<file path="config.mk">
export PLATFORM = sky130hd
export DESIGN_NAME = sr04_scheduler
export DESIGN_NICKNAME = d
export VERILOG_FILES = /design/src/rtl/sr04_pkg.sv /design/src/rtl/sr04_avg.sv /design/src/rtl/sr04_scheduler.sv
export SDC_FILE = /design/constraint.sdc
export NUM_CORES = 1
export LEC_CHECK = 0
export BUFFER_PORTS_ARGS = -buffer_cell sky130_fd_sc_hd__buf_2
export CORE_UTILIZATION = 57
export CTS_BUF_LIST = sky130_fd_sc_hd__clkbuf_8
export CTS_CLUSTER_DIAMETER = 50
export DETAILED_ROUTE_END_ITERATION = 10
export HOLD_SLACK_MARGIN = 0.1
export PLACE_DENSITY_LB_ADDON = 0.2
export REMOVE_ABC_BUFFERS = 1
export SLEW_MARGIN = 20
export SYNTH_ARGS = -nofsm -noshare
export SYNTH_HDL_FRONTEND = slang
export SYNTH_SLANG_ARGS = --single-unit
</file>
<file path="constraint.sdc">
create_clock -name clk -period 2.7 [get_ports clk]
set_input_delay 0.135 -clock clk [delete_from_list [all_inputs] [get_ports clk]]
set_output_delay 0.135 -clock clk [all_outputs]
set_load 0.01 [all_outputs]
</file>
<file path="src/rtl/sr04_pkg.sv">
// sr04_pkg: shared types and default constants for the SR04 ranging scheduler.
//   sr04_state_e  - scheduler FSM state encoding (IDLE, FIRE, WAIT, GAP)
//   DIST_W/ERR_W  - distance and error-counter widths
//   DEF_*         - default parameter values for sr04_scheduler
//   clamp_cm()    - saturate a distance sample to a limit
package sr04_pkg;

  typedef enum logic [1:0] {
    IDLE = 2'd0,
    FIRE = 2'd1,
    WAIT = 2'd2,
    GAP  = 2'd3
  } sr04_state_e;

  localparam int unsigned DIST_W = 10;
  localparam int unsigned ERR_W  = 8;

  localparam int unsigned DEF_TICK_DIV   = 100;
  localparam int unsigned DEF_PERIOD_US  = 60000;
  localparam int unsigned DEF_TIMEOUT_US = 30000;
  localparam int unsigned DEF_AVG_LOG2   = 2;
  localparam int unsigned DEF_MAX_CM     = 400;

  // Saturate a distance reading to lim.
  function automatic logic [DIST_W-1:0] clamp_cm(input logic [DIST_W-1:0] d,
                                                 input logic [DIST_W-1:0] lim);
    return (d > lim) ? lim : d;
  endfunction

endpackage

</file>
<file path="src/rtl/sr04_avg.sv">
// sr04_avg: moving-average window of 2**AVG_LOG2 distance samples.
//   clk       - clock, rising edge
//   rst       - asynchronous active-low reset; clears window, sum and avg
//   preload   - with sample_en, fill every window entry with sample
//   sample_en - accept sample this cycle
//   sample    - distance sample, cm
//   avg       - registered running sum >> AVG_LOG2 (truncated)
module sr04_avg
  import sr04_pkg::*;
#(
  parameter int unsigned AVG_LOG2 = DEF_AVG_LOG2
) (
  input  logic              clk,
  input  logic              rst,
  input  logic              preload,
  input  logic              sample_en,
  input  logic [DIST_W-1:0] sample,
  output logic [DIST_W-1:0] avg
);

  localparam int unsigned DEPTH = 1 << AVG_LOG2;
  localparam int unsigned SUM_W = DIST_W + AVG_LOG2;

  logic [DIST_W-1:0] r_win [DEPTH];
  logic [SUM_W-1:0]  r_sum;
  logic [DIST_W-1:0] r_avg;
  logic [SUM_W-1:0]  w_sum_nxt;

  // Next running sum: preload replicates the sample; otherwise oldest out, newest in.
  always_comb begin
    w_sum_nxt = r_sum;
    if (preload) begin
      w_sum_nxt = SUM_W'(sample) << AVG_LOG2;
    end else begin
      w_sum_nxt = r_sum - SUM_W'(r_win[DEPTH-1]) + SUM_W'(sample);
    end
  end

  // Window shift register, sum and averaged output update together.
  always_ff @(posedge clk or negedge rst) begin
    if (!rst) begin
      for (int i = 0; i < int'(DEPTH); i++) begin
        r_win[i] <= '0;
      end
      r_sum <= '0;
      r_avg <= '0;
    end else if (sample_en) begin
      for (int i = 0; i < int'(DEPTH); i++) begin
        if (preload || i == 0) begin
          r_win[i] <= sample;
        end else begin
          r_win[i] <= r_win[i-1];
        end
      end
      r_sum <= w_sum_nxt;
      r_avg <= DIST_W'(w_sum_nxt >> AVG_LOG2);
    end
  end

  assign avg = r_avg;

endmodule

</file>
<file path="src/rtl/sr04_scheduler.sv">
// sr04_scheduler: periodic / single-shot trigger scheduler for an SR04 ranging
// controller, with timeout detection and moving-average filtering.
//   clk, rst          - clock (rising edge), asynchronous active-low reset
//   enable            - level, continuous periodic ranging while high
//   single_shot       - pulse, one measurement when idle
//   dist_in/dist_done - distance sample (cm) and its valid pulse
//   start             - one-cycle trigger to the ranging controller
//   dist_out/dist_valid - averaged distance and its update pulse
//   timeout_err/err_cnt - timeout pulse and saturating timeout count
//   busy              - high whenever the FSM is not IDLE
module sr04_scheduler
  import sr04_pkg::*;
#(
  parameter int unsigned TICK_DIV   = DEF_TICK_DIV,
  parameter int unsigned PERIOD_US  = DEF_PERIOD_US,
  parameter int unsigned TIMEOUT_US = DEF_TIMEOUT_US,
  parameter int unsigned AVG_LOG2   = DEF_AVG_LOG2,
  parameter int unsigned MAX_CM     = DEF_MAX_CM
) (
  input  logic              clk,
  input  logic              rst,
  input  logic              enable,
  input  logic              single_shot,
  input  logic [DIST_W-1:0] dist_in,
  input  logic              dist_done,
  output logic              start,
  output logic [DIST_W-1:0] dist_out,
  output logic              dist_valid,
  output logic              timeout_err,
  output logic [ERR_W-1:0]  err_cnt,
  output logic              busy
);

  localparam int unsigned PRE_W = (TICK_DIV > 1) ? $clog2(TICK_DIV) : 1;
  localparam int unsigned PER_W = $clog2(PERIOD_US + 1);
  localparam int unsigned TO_W  = $clog2(TIMEOUT_US + 1);

  sr04_state_e       r_state;
  sr04_state_e       w_state_nxt;
  logic [PRE_W-1:0]  r_presc;
  logic [PER_W-1:0]  r_per;
  logic [TO_W-1:0]   r_to;
  logic              r_start;
  logic              r_valid;
  logic              r_tmo;
  logic [ERR_W-1:0]  r_err;
  logic              r_busy;
  logic              r_pend;
  logic              w_tick;
  logic              w_per_done;
  logic              w_to_hit;
  logic              w_accept;
  logic              w_tmo;
  logic [DIST_W-1:0] w_sample;
  logic [DIST_W-1:0] w_avg;

  assign w_tick   = (r_presc == PRE_W'(TICK_DIV - 1));
  // Period ends on the tick that brings the count to PERIOD_US, so the next
  // FIRE lands exactly PERIOD_US after the previous one.
  assign w_per_done = (r_per == PER_W'(PERIOD_US)) ||
                      (w_tick && (r_per == PER_W'(PERIOD_US - 1)));
  assign w_to_hit = (r_to == TO_W'(TIMEOUT_US));
  assign w_accept = (r_state == WAIT) && dist_done;
  // A sample arriving on the timeout cycle wins over the timeout.
  assign w_tmo    = (r_state == WAIT) && !dist_done && w_to_hit;
  assign w_sample = clamp_cm(dist_in, DIST_W'(MAX_CM));

  // Next-state logic.
  always_comb begin
    w_state_nxt = r_state;
    case (r_state)
      IDLE: if (enable || single_shot) w_state_nxt = FIRE;
      FIRE: w_state_nxt = WAIT;
      WAIT: if (dist_done || w_to_hit) w_state_nxt = GAP;
      GAP:  if (w_per_done) w_state_nxt = enable ? FIRE : IDLE;
      default: w_state_nxt = IDLE;
    endcase
  end

  // State register and registered outputs.
  always_ff @(posedge clk or negedge rst) begin
    if (!rst) begin
      r_state <= IDLE;
      r_start <= 1'b0;
      r_valid <= 1'b0;
      r_tmo   <= 1'b0;
      r_err   <= '0;
      r_busy  <= 1'b0;
      r_pend  <= 1'b1;
    end else begin
      r_state <= w_state_nxt;
      r_busy  <= (w_state_nxt != IDLE);
      r_start <= (r_state == FIRE);
      r_valid <= w_accept;
      r_tmo   <= w_tmo;
      if (w_tmo && (r_err != '1)) begin
        r_err <= r_err + ERR_W'(1);
      end
      // Preload the window with the first sample after reset or after IDLE.
      if (r_state == IDLE) begin
        r_pend <= 1'b1;
      end else if (w_accept) begin
        r_pend <= 1'b0;
      end
    end
  end

  // us timebase, period and timeout counters; zeroed on entry to FIRE so the
  // FIRE cycle is cycle 0 of the new interval.
  always_ff @(posedge clk or negedge rst) begin
    if (!rst) begin
      r_presc <= '0;
      r_per   <= '0;
      r_to    <= '0;
    end else if (w_state_nxt == FIRE) begin
      r_presc <= '0;
      r_per   <= '0;
      r_to    <= '0;
    end else if (r_state != IDLE) begin
      r_presc <= w_tick ? '0 : r_presc + PRE_W'(1);
      if (w_tick && (r_per != PER_W'(PERIOD_US))) begin
        r_per <= r_per + PER_W'(1);
      end
      if (w_tick && (r_state != GAP) && !w_to_hit) begin
        r_to <= r_to + TO_W'(1);
      end
    end
  end

  sr04_avg #(
    .AVG_LOG2 (AVG_LOG2)
  ) u_avg (
    .clk       (clk),
    .rst       (rst),
    .preload   (r_pend),
    .sample_en (w_accept),
    .sample    (w_sample),
    .avg       (w_avg)
  );

  assign start       = r_start;
  assign dist_out    = w_avg;
  assign dist_valid  = r_valid;
  assign timeout_err = r_tmo;
  assign err_cnt     = r_err;
  assign busy        = r_busy;

endmodule
</file>
### After elaboration in Yosys (flattened, before gate mapping)

Cells that the tools add are included.

* bits in registers: 115
* input port bits: 15
* output and inout bits: 22
* logic and storage cells: 77

* add/subtract/negate cells: 6
* $lt $le $gt $ge: 1
* eq/ne operators: 11
* multiplexer cells: 21
* reductions and logical operators: 22

Operator list (count)
* two-way mux 16 bit: 3
* two-way mux 15 bit: 3
* two-way mux 10 bit: 4
* == test 16 bit, second input constant: 2
* two-way mux 7 bit: 3
* adder 16 x 1 -> 16 bit, second input constant: 1
* inequality test 16 bit, second input constant: 1
* adder 15 x 1 -> 15 bit, second input constant: 1
* == test 15 bit, second input constant: 1
* adder 12 x 10 -> 12 bit: 1
* two-way mux 12 bit: 1
* nonzero test 2 bit: 6
* subtractor 12 x 10 -> 12 bit: 1
* > comparator 10 x 9 -> 1 bit, second input constant: 1
* adder 8 x 1 -> 8 bit, second input constant: 1
* logical AND 1 bit: 8
* inequality test 8 bit, second input constant: 1
* case mux 2 bit (4 select lines): 1
* adder 7 x 1 -> 7 bit, second input constant: 1
* == test 7 bit, second input constant: 1
* two-way mux 2 bit: 3
* == test 2 x 1 -> 1 bit, second input constant: 2
* == test 2 bit, second input constant: 2
* AND reduction 2 bit: 2
* other kinds (5): 10

### Depth between registers and ports, before layout

Gate-level depths: netlist of run 1.

* depth after elaboration: 8
* gate-level depth with buffers: 14
* depth with buffers taken out: 14

### By module

A second synthesis of run 1 with hierarchy kept.

* cell total of the unflattened synthesis: 644
* area total of the unflattened synthesis: 6018.3 um^2

By module, submodules not included
* sr04_avg: instances 1, cells each 330, area an instance 3129.3 um^2, sequential area each 1301.2 um^2
* sr04_scheduler: instances 1, cells each 314, area an instance 2889.0 um^2, sequential area each 1327.5 um^2

### Worst setup path after synthesis of run 1

Ideal clock, no wire load.

* kind: input -> register
* from: in dist_in[0]
* to: reg u_avg.r_sum[8]
* library setup time: 95 ps
* arrival: 3065 ps
* required time: 2605 ps
* setup slack: -461 ps
* stages on the path: 13
* path buffers: 0
* path through: o41ai_1 a21oi_1 nor2_1 nand2_1 fa_1 inv_1 fa_1 a21oi_1 o21ai_0 a2111oi_0 nor3_1 xnor2_1 o31ai_1

* longest elaborated chain between the ends: 4

Ends and longest elaborated chain
* from (decl): RTL line sr04_scheduler.sv:24 `input logic [DIST_W-1:0] dist_in,`
* > comparator 10 x 9 -> 1 bit: RTL line sr04_pkg.sv:27 `return (d > lim) ? lim : d;`
* two-way mux 10 bit (*): RTL line sr04_pkg.sv:27
* adder 12 x 10 -> 12 bit: RTL line sr04_avg.sv:35 `w_sum_nxt = r_sum - SUM_W'(r_win[DEPTH-1]) + SUM_W'(sample);`
* two-way mux 12 bit (*): RTL line sr04_avg.sv:32 `if (preload) begin`
* to (signal assigned): RTL line sr04_avg.sv:55 `r_sum <= w_sum_nxt;`
* to (decl): RTL line sr04_avg.sv:25 `logic [SUM_W-1:0] r_sum;`

Every way passes the cells marked *; elsewhere a longest branch is shown, timed or not.
A chain may end at the register's enable or synchronous reset.

### Worst setup path after layout of run 1

* from: in dist_in[3]
* to: reg u_avg.r_sum[8]

The elaborated chain is that of the path after synthesis.

==> metrics.md, run 1 <==
| Metric | Value |
|---|---|
| Status | `finished, violations left` |
| Failing checks | `negative setup slack` |
| Pre-CTS setup slack | `-857 ps` |
| Reg2reg end | `u_avg.r_sum[8]$_DFFE_PN0P_` |
| IO Pins | `37` |
| Hold path endpoint | `u_avg.r_win[32]$_DFFE_PN0P_` |
| Post-synthesis register bit count | `105` |
| Reg clk slew, reported paths | `110 ps` |
| Clk sinks | `105` |
| Grt met3 use | `5.56%` |
| Die width | `103 µm` |
| Final setup viols | `1` |
| Total Power | `5.49 mW` |
| RSZ-0062 raised after global routing | `yes` |
| Placed wire-length estimate | `8.58 mm` |
| Slew of the pin with the lowest slew margin | `747 ps` |
| Final Max Slew Viols | `0` |
| Synth cell types | `62` |
| GRT met2 Usage | `43.1%` |
| Final min period | `2770 ps` |
| Initial antenna violation count | `0` |
| Max-slew headroom | `50.2%` |
| Starting Density | `58.9%` |
| CTS root buf | `clkbuf_8` |
| Period Utilization, post-route | `103%` |
| Sequential area share after synthesis | `45.5%` |
| Power Density | `802 nW/µm²` |
| Die Span Y | `103 µm` |
| All-Layer GR Usage | `25.8%` |
| Synth Area in Simple Gates | `20.1%` |
| Setup TNS | `-68.2 ps` |
| Asr flop ratio synth | `100%` |
| Hold Crit Start | `dist_in[2]` |
| Reg-to-reg setup timing slack | `80 ps` |
| Number of flops mapped to enable cells by yosys | `0` |
| Synth Area in Compound Gates | `13.8%` |
| Synth area leaders | `dfrtp_1 45%, nand2_1 5.5%, o21ai_0 5.2%` |
| Worst r2r src | `u_avg.r_sum[1]$_DFFE_PN0P_` |
| XOR/XNOR Fraction of Synth Area | `6.21%` |
| DRT Pass-1 Iters | `5` |
| Syn_area_per_cell | `9.16 µm²` |
| Setup Crit Path Kind | `input port to flop` |
| Largest net degree at the start of global routing | `59` |
| Max Buffers Root-to-Sink | `2` |
| Min setup slack post-route | `-68.2 ps` |
| Synth area leader | `dfrtp_1` |
| Remaining DRCs | `0` |
| Footprint of the multi-input gates | `3070 µm²` |
| Met1 Track Usage GR | `33.6%` |
| Synth Area in Adders | `7.36%` |
| Total die area | `10600 µm²` |
| Post-synth top area share | `45.0%` |
| Port bufs | `36` |
| Post-synth top cells | `104 x dfrtp_1, 84 x nand2_1, 62 x nor2_1` |
| Post-Syn Instances | `631` |
| Inserted Clock Buffers | `9` |
| Skew-Pair Late Insertion Delay | `380 ps` |
| Largest family of logic cells by synthesized area | `simple AND/OR/NAND/NOR gates` |
| Layout Nets | `740` |
| Top-count cell post-synth | `dfrtp_1` |
| Skew final | `8.99 ps` |
| Critical Path Source Type | `input port` |
| GP Congestion | `0.909` |
| Total gr overflow | `0` |
| Diode count | `0` |
| Share of layout cells above drive strength 1 | `22.6%` |
| CTS tree | `yes` |
| First-pass GRT wire length | `20.9 mm` |
| Cells on Worst Hold Path | `3` |
| Required time worst endpoint | `2980 ps` |
| ANT nets after route | `0` |
| Syn Std Cell Area | `5780 µm²` |
| Cells along the critical path | `buf_8 -> o41ai_4 -> a21oi_2 -> nor2_4 -> buf_6 -> nand2_4 -> ha_4 -> inv_2 -> ha_4 -> fa_2 -> a21oi_4 -> o21ai_2 -> a2111oi_2 -> nor3_1 -> xnor2_1 -> o31ai_1` |
| R2R depth | `10` |
| Iter 0 DRT Violations | `187` |
| Fmax | `361 MHz` |
| Synth Warn # | `0` |
| Start point of the critical path | `dist_in[3]` |
| Vias | `4636` |
| CP Capture Type | `flop` |
| Sequential Area | `2630 µm²` |
| Worst vdd ir | `555 µV` |
| Avg WL per Cell | `15.3 µm` |
| Peak fanout along the critical path | `3` |
| Placed Area | `6250 µm²` |
| Mux cell area share after synthesis | `0.930%` |
| Vias in the first global route | `4485` |
| Slowest stage delay, CP | `430 ps` |
| Critical Path AT | `3050 ps` |
| CP max-delay cell | `fa_2` |
| Worst hold margin | `143 ps` |
| Leak | `3.19 nW` |
| Area grow syn2layout | `18.3%` |
| Maxcap violations | `0` |
| Num rows | `36` |
| Vias/cell | `5.55` |
| Busiest grt layer | `met2` |
| Most common flop cell mapped by yosys | `dfrtp_1` |
| Hold Path Class | `input port to flop` |
| Final Hold Viols | `0` |
| Fill cells | `747` |
| Core box area | `9820 µm²` |
| Most frequent CP cell | `ha_4` |
| Total wire length | `12.8 mm` |
| Post-route cell area | `6840 µm²` |
| H-tree depth | `3` |
-- layout by cell type, fill, tap and decap left out, drive strengths merged, types with 4 or more instances in the layout --
cell type	count
o31ai	5
nor2	62
xnor2	20
and2	5
and3	17
clkbuf	9
a21oi	39
nand3	11
fa	10
a211oi	9
nand2	84
nand4	16
nor3	13
or3	4
dfrtp	104
xor2	21
inv	45
and4	5
ha	18
dlygate4sd3	4
nor2b	4
buf	86
o21ai	60
-- stage by stage --
step	instances	util (%)
after floorplan	596	-
after global placement	803	63.6
after detailed placement	803	63.6
after CTS	831	67.9
after global routing	835	69.7
final	835	69.7
-- flip-flops by register name, summed over array words and instances (netlist names) --
signal,count
start,1
timeout_err,1
r_state,2
u_avg.r_win,40
err_cnt,8
r_to,15
dist_valid,1
r_per,16
r_pend,1
busy,1
r_presc,7
u_avg.r_sum,12
-- worst max-delay path by stage --
stage / end / slack, ps / cells past startpoint
after floorplan: u_avg.r_sum[8]$_DFFE_PN0P_ / -490 / 13
after global placement: u_avg.r_sum[8]$_DFFE_PN0P_ / -560 / 16
after detailed placement: u_avg.r_sum[8]$_DFFE_PN0P_ / -860 / 14
after CTS: u_avg.r_sum[8]$_DFFE_PN0P_ / -90 / 14
after global routing: u_avg.r_sum[8]$_DFFE_PN0P_ / -180 / 16
final: u_avg.r_sum[8]$_DFFE_PN0P_ / -70 / 16
-- final cells by class --
| cell class | instances | area share [%] |
|---|---|---|
| tap | 133 | 2.43 |
| sequential | 105 | 38.4 |
| clock buffer | 9 | 1.81 |
| inverter | 42 | 2.30 |
| clock inverter | 7 | 0.896 |
| timing repair buffer | 90 | 9.32 |
| multi-input combinational | 449 | 44.8 |
-- report_power, final --
part	total (mW)	switching [mW]	leakage [nW]	internal, mW
logic	2.57	1.34	1.72	1.23
registers	1.96	0.188	1.38	1.78
clock network	0.953	0.597	0.0940	0.356
-- repair_timing --
| action | in CTS | in global routing |
|---|---|---|
| hold buffers | 4 | 0 |
| endpoints found under the hold margin | 63 | 0 |
| pin swaps | 23 | 27 |
| gates resized for setup | 34 | 29 |
| buffers inserted | 8 | 5 |
| setup endpoints to repair | 9 | 9 |
-- cell families after synthesis --
logic type,after synthesis
mux,5
other cells,1
flops,105
compound gates,136
xor+xnor,41
fa+ha+maj,28
simple gates,238
buf+inv,77
-- critical path: cells and delay by family --
family	cells	cell delay, ps
xor gates and xnor gates	1	140
and+or+nand+nor	3	330
adders and majority gates	3	850
AOI/OAI and AO/OA	6	1320
buffers and inverters	3	270
-- per-layer routing --
metal / vias to the layer above / routed length, µm
li1: 2277 / -
met1: 2240 / 5850
met2: 99 / 6210
met3: 20 / 480
met4: 0 / 263
met5: - / 0
No activity file was read; power rests on OpenSTA's default activity.
==> inputs of run 2 (changes only) <==
- CORE_UTILIZATION: 57 -> 39
==> run 2 against run 1 <==
Critical path depth unchanged. Worst setup slack better by 96 ps. Die area up 45%. The flow now finishes without violations. Clock power up 11%. Design area up 1.0%. Maximum frequency up 3.6%. First-iteration DRC count up 18%. Routed wire length up 0.74%. Combinational power down 7%. Hold slack worse by 0.52 ps. Largest cell class unchanged. Critical path type unchanged.
==> metrics.md, run 2 (synthesis results as in run 1) <==
| Metric | Value |
|---|---|
| Status | `complete, no violations` |
| Most frequent CP cell | `buf_6` |
| CP max-delay cell | `fa_1` |
| Placed wire-length estimate | `9.19 mm` |
| Slew of the pin with the lowest slew margin | `589 ps` |
| Post-route cell area | `6920 µm²` |
| Cell internal pwr | `3.45 mW` |
| Clk sinks | `105` |
| Total gr overflow | `0` |
| CP Capture Type | `flop` |
| Num rows | `44` |
| Fmax | `374 MHz` |
| Core box area | `14500 µm²` |
| Leak | `3.22 nW` |
| Placed Area | `6370 µm²` |
| Diode count | `0` |
| Reg clk slew, reported paths | `90 ps` |
| Avg WL per Cell | `14.5 µm` |
| Most frequent cells in the layout | `104 x dfrtp_1, 78 x nand2_1, 58 x nor2_1` |
| Clk pwr share | `19.7%` |
| CTS tree | `yes` |
| Layout Nets | `744` |
| Min setup slack post-route | `27.7 ps` |
| Start point of the critical path | `dist_in[3]` |
| Port bufs | `36` |
| Reg-to-reg setup timing slack | `70 ps` |
| Iter 0 DRT Violations | `220` |
| Remaining DRCs | `0` |
| Reg2reg end | `err_cnt[1]$_DFFE_PN0P_` |
| Crit path to | `u_avg.r_sum[8]$_DFFE_PN0P_` |
| Maxcap violations | `0` |
| Worst r2r src | `r_to[2]$_DFFE_PN0P_` |
| All-Layer GR Usage | `18.1%` |
| Largest regs | `u_avg.r_win: 40 flops, r_per: 16 flops, r_to: 15 flops` |
| Setup Crit Path Kind | `input port to flop` |
| ANT nets after route | `0` |
| Critical Path Source Type | `input port` |
| Power Density | `777 nW/µm²` |
| First-pass GRT wire length | `21.3 mm` |
| Inserted Clock Buffers | `9` |
| Share of layout cells above drive strength 1 | `22.8%` |
| IO Pins | `37` |
| Largest net degree at the start of global routing | `54` |
| Total wire length | `12.9 mm` |
| Final core occ | `47.8%` |
| Logic gate share of total power | `44.2%` |
| Total die area | `15300 µm²` |
| Pre-CTS setup slack | `-802 ps` |
| Worst vdd ir | `520 µV` |
| Sw frac | `35.9%` |
| Commonest non-fill, non-tap cell in the layout | `dfrtp_1` |
| Period Utilization, post-route | `99.0%` |
| WP depth | `16` |
| Required time worst endpoint | `2980 ps` |
| Slowest stage delay, CP | `490 ps` |
| Max FFs per register | `40` |
| RSZ-0062 raised after global routing | `yes` |
| Critical Path AT | `2950 ps` |
| Skew final | `8.11 ps` |
| DRT Pass-1 Iters | `4` |
| Fill cells | `1380` |
| Final Hold Viols | `0` |
| CTS root buf | `clkbuf_8` |
| Area grow syn2layout | `19.6%` |
| R2R depth | `5` |
| CP Buf/Inv Count | `4` |
| GP Congestion | `0.842` |
| Vias | `4600` |
| Final Max Slew Viols | `0` |
| Psw | `1.93 mW` |
| Sequential power share | `36.0%` |
| Peak fanout along the critical path | `4` |
| Vias/cell | `5.17` |
| Max Buffers Root-to-Sink | `2` |
| Skew-Pair Late Insertion Delay | `370 ps` |
| Die width | `124 µm` |
| Cells along the critical path | `buf_6 -> o41ai_2 -> a21oi_1 -> nor2_2 -> buf_6 -> buf_4 -> nand2_2 -> fa_1 -> inv_2 -> ha_4 -> a21oi_4 -> o21ai_4 -> a2111oi_2 -> nor3_1 -> xnor2_1 -> o31ai_1` |
| Max-slew headroom | `60.4%` |
| H-tree depth | `3` |
| Crit path max-delay family | `compound AO/OA/AOI/OAI gates` |
| Hold Path Class | `input port to flop` |
| Die Span Y | `124 µm` |
| Final min period | `2670 ps` |
| Starting Density | `39.9%` |
| Register name with the most flops | `u_avg.r_win` |
| Vias in the first global route | `4370` |
| Final setup viols | `0` |
| Initial antenna violation count | `0` |
-- run 2: cell count changes in the layout (fill, tap and decap cells not counted), sizes merged --
cell	before	now
bufinv	0	2
inv	45	43
clkinvlp	1	0
dlygate4sd3	4	2
clkbuf	9	10
buf	86	92
clkinv	3	2
-- run 2: repair_timing --
item	CTS	global route
pin swaps	19	28
hold buffers	2	0
buffers inserted	4	6
hold endpoints to repair	107	0
endpoints found under the setup margin	7	9
resized for setup	23	37
-- run 2: how the worst min path moves through the flow --
stage	start	to	cells after the start
6_report	dist_done	timeout_err$_DFF_PN0_	3
5_1_grt	dist_done	timeout_err$_DFF_PN0_	3
4_1_cts	dist_in[9]	u_avg.r_win[31]$_DFFE_PN0P_	4
3_5_place_dp	rst	u_avg.r_win[20]$_DFFE_PN0P_	1
3_3_place_gp	rst	u_avg.r_win[10]$_DFFE_PN0P_	1
2_1_floorplan	rst	busy$_DFF_PN0_	0
-- run 2: final cells by class --
| type | instances | area [µm²] | area share, % |
|---|---|---|---|
| multi-input combinational | 449 | 3030 | 43.7 |
| sequential | 105 | 2630 | 38.0 |
| timing repair buffer | 94 | 663 | 9.59 |
| tap | 184 | 230 | 3.33 |
| inverter | 42 | 158 | 2.28 |
| clock buffer | 10 | 138 | 1.99 |
| clock inverter | 5 | 72.6 | 1.05 |
-- run 2: layer usage --
layer	routed length [µm]	vias up	part of all wire, %	GRT usage (%)
li1	-	2282	-	-
met1	6120	2236	47	24.2
met2	6250	72	48	29.4
met3	398	10	3.1	4.44
met4	125	0	0.97	3.92
met5	0	-	0	0
-- run 2: power by group through the flow --
| stage | clock network [mW] | registers, mW | logic [mW] |
|---|---|---|---|
| after floorplan | 0 | 1.96 | 1.26 |
| after global placement | 0 | 1.95 | 1.91 |
| after detailed placement | 0 | 1.96 | 1.95 |
| after CTS | 1.10 | 1.94 | 2.15 |
| after global routing | 1.17 | 1.97 | 2.65 |
| final | 1.06 | 1.94 | 2.38 |
-- run 2: worst register-to-register path, cell delays in order (launching register included) --
cell      delay, ps
dfrtp_1         430
or4bb_2         640
or4_4           580
a311oi_4        370
buf_4           190
mux2_2          320
-- run 2: metrics by stage --
step                      total power, mW  hold WS (ps)  setup TNS (ps)  std cells
final                                5.38           142               0        889
after detailed placement             3.91          52.8           -5850        862
after floorplan                      3.23          -161           -9380        596
after CTS                            5.19           121               0        883
after global placement               3.86          41.4           -4620        862
after global routing                 5.79           118            -322        889
==> inputs of run 3 (changes only) <==
- SETUP_SLACK_MARGIN: unset -> 0.05
==> run 3 against run 2 <==
Hold slack got worse by 0.81 ps. Utilization grew 0.25 points. Die area is the same. Final cell count grew 0.45%. Sequential power hardly changed. Critical path depth unchanged. Via count is 0.61% higher. Sequential share of layout area shrank 0.20 points. Critical path type unchanged. Highest routed layer unchanged.
==> metrics.md, run 3 (synthesis results as in run 1) <==
| Metric | Value |
|---|---|
| Commonest non-fill, non-tap cell in the layout | `dfrtp_1` |
| Max-slew headroom | `60.5%` |
| Remaining DRCs | `0` |
| Most frequent cells in the layout | `104 x dfrtp_1, 77 x nand2_1, 58 x nor2_1` |
| RSZ-0062 raised after global routing | `yes` |
| Register name with the most flops | `u_avg.r_win` |
| Period Utilization, post-route | `99.0%` |
| Initial antenna violation count | `0` |
| Maxcap violations | `0` |
| Peak fanout along the critical path | `3` |
| Final Max Slew Viols | `0` |
| Diode count | `0` |
| CP max-delay cell | `fa_2` |
| Leak | `3.24 nW` |
| Placed wire-length estimate | `9.19 mm` |
| Worst vdd ir | `520 µV` |
| Critical Path AT | `2950 ps` |
| Critical Path Source Type | `input port` |
| Slowest stage delay, CP | `410 ps` |
| Final Hold Viols | `0` |
| Status | `complete, no violations` |
| Max FFs per register | `40` |
| Dpl cells | `862` |
| Starting Density | `39.9%` |
| Core box area | `14500 µm²` |
| Reg clk slew, reported paths | `90 ps` |
| CP Buf/Inv Count | `3` |
| Final min period | `2670 ps` |
| Share of layout cells above drive strength 1 | `23.6%` |
| Vias in the first global route | `4371` |
| Port bufs | `36` |
| Clk sinks | `105` |
| Fmax | `374 MHz` |
| Slew of the pin with the lowest slew margin | `588 ps` |
| CTS root buf | `clkbuf_8` |
| H-tree depth | `3` |
| Setup TNS | `0 ps` |
| CTS tree | `yes` |
| Power Density | `780 nW/µm²` |
| Total wire length | `13.0 mm` |
| Hold Path Class | `input port to flop` |
| Start point of the critical path | `dist_in[3]` |
| Skew final | `10.3 ps` |
| GP Congestion | `0.842` |
| Setup Crit Path Kind | `input port to flop` |
| Total die area | `15300 µm²` |
| Num rows | `44` |
| CP Capture Type | `flop` |
| Skew-Pair Late Insertion Delay | `370 ps` |
| All-Layer GR Usage | `18.1%` |
| Layout Nets | `748` |
| DRT Pass-1 Iters | `4` |
| ANT nets after route | `0` |
| First-pass GRT wire length | `21.3 mm` |
| Crit path max-delay family | `compound AO/OA/AOI/OAI gates` |
| Max Buffers Root-to-Sink | `2` |
| Total gr overflow | `0` |
| Worst r2r src | `r_to[1]$_DFFE_PN0P_` |
| Die Span Y | `124 µm` |
| Final setup viols | `0` |
| Fill cells | `1362` |
| Inserted Clock Buffers | `9` |
| Largest net degree at the start of global routing | `54` |
| Hold Crit Start | `dist_done` |
| IO Pins | `37` |
| Vias | `4628` |
| Final std cells w/o fill | `893` |
| Required time worst endpoint | `2980 ps` |
| Largest regs | `u_avg.r_win: 40 flops, r_per: 16 flops, r_to: 15 flops` |
| Die width | `124 µm` |
| Iter 0 DRT Violations | `250` |
| Area grow syn2layout | `20.2%` |
| Cells along the critical path | `buf_6 -> o41ai_2 -> a21oi_1 -> nor2_2 -> buf_6 -> nand2_4 -> ha_4 -> inv_2 -> ha_4 -> fa_2 -> a21oi_4 -> o21ai_2 -> a2111oi_2 -> nor3_1 -> xnor2_1 -> o31ai_1` |
| Avg WL per Cell | `14.6 µm` |
| Vias/cell | `5.18` |
| Final core occ | `48.0%` |
==> run 3: report_power, final <==
part | internal (mW) | total, mW | leakage, nW | switching (mW)
Combinational | 1.17 | 2.42 | 1.75 | 1.26
Sequential | 1.78 | 1.94 | 1.38 | 0.163
Clock | 0.535 | 1.06 | 0.115 | 0.528
==> run 3: area by class of cell <==
type                    count  area [µm²]  area share, %
clock buffers              10         138           1.98
clock inverters             5        72.6           1.04
flip-flops and latches    105        2630           37.8
well taps                 184         230           3.31
multi-input cells         449        3030           43.6
inverters                  42         158           2.27
repair buffers             98         697           10.0
==> run 3: routing by layer <==
metal / share of wire (%) / up-vias / global-route usage (%)
met4: 0.58 / 0 / 3.92
met2: 49 / 67 / 29.4
met5: 0 / - / 0
met3: 3.1 / 4 / 4.44
met1: 48 / 2265 / 24.2
li1: - / 2292 / -
==> run 3: stage by stage <==
stage	area [µm²]	power (mW)	hold WS, ps	setup slack, ps
final	6950	5.42	142	27.2
after detailed placement	6370	3.91	52.8	-802
after global placement	6370	3.86	41.4	-656
after CTS	6770	5.21	121	26.2
after floorplan	5590	3.23	-161	-491
after global routing	6950	5.83	118	-77.2
==> run 3: what timing repair did <==
action / in CTS / in global routing
endpoints found under the hold margin: 107 / 0
gates resized for setup: 27 / 35
hold buffers: 2 / 0
pin swaps: 22 / 29
gates cloned: 0 / 0
setup endpoints to repair: 7 / 11
buffers inserted: 5 / 9
==> run 3: tightest hold or removal path, cell delays in order <==
cell and delay (ps):
buf_2 120, or3b_2 170, nor2_1 60
==> run 3: worst paths after layout <==
path | end | slack, ps | depth (start not counted)
setup / recovery | u_avg.r_sum[8]$_DFFE_PN0P_ | 30 | 16
hold / removal | timeout_err$_DFF_PN0_ | 140 | 3
setup reg to reg | err_cnt[1]$_DFFE_PN0P_ | 140 | 7
hold reg to reg | u_avg.r_win[38]$_DFFE_PN0P_ | 490 | 2
max in group asynchronous | r_per[2]$_DFFE_PN0P_ | 1800 | 3
min in group asynchronous | err_cnt[6]$_DFFE_PN0P_ | 190 | 2
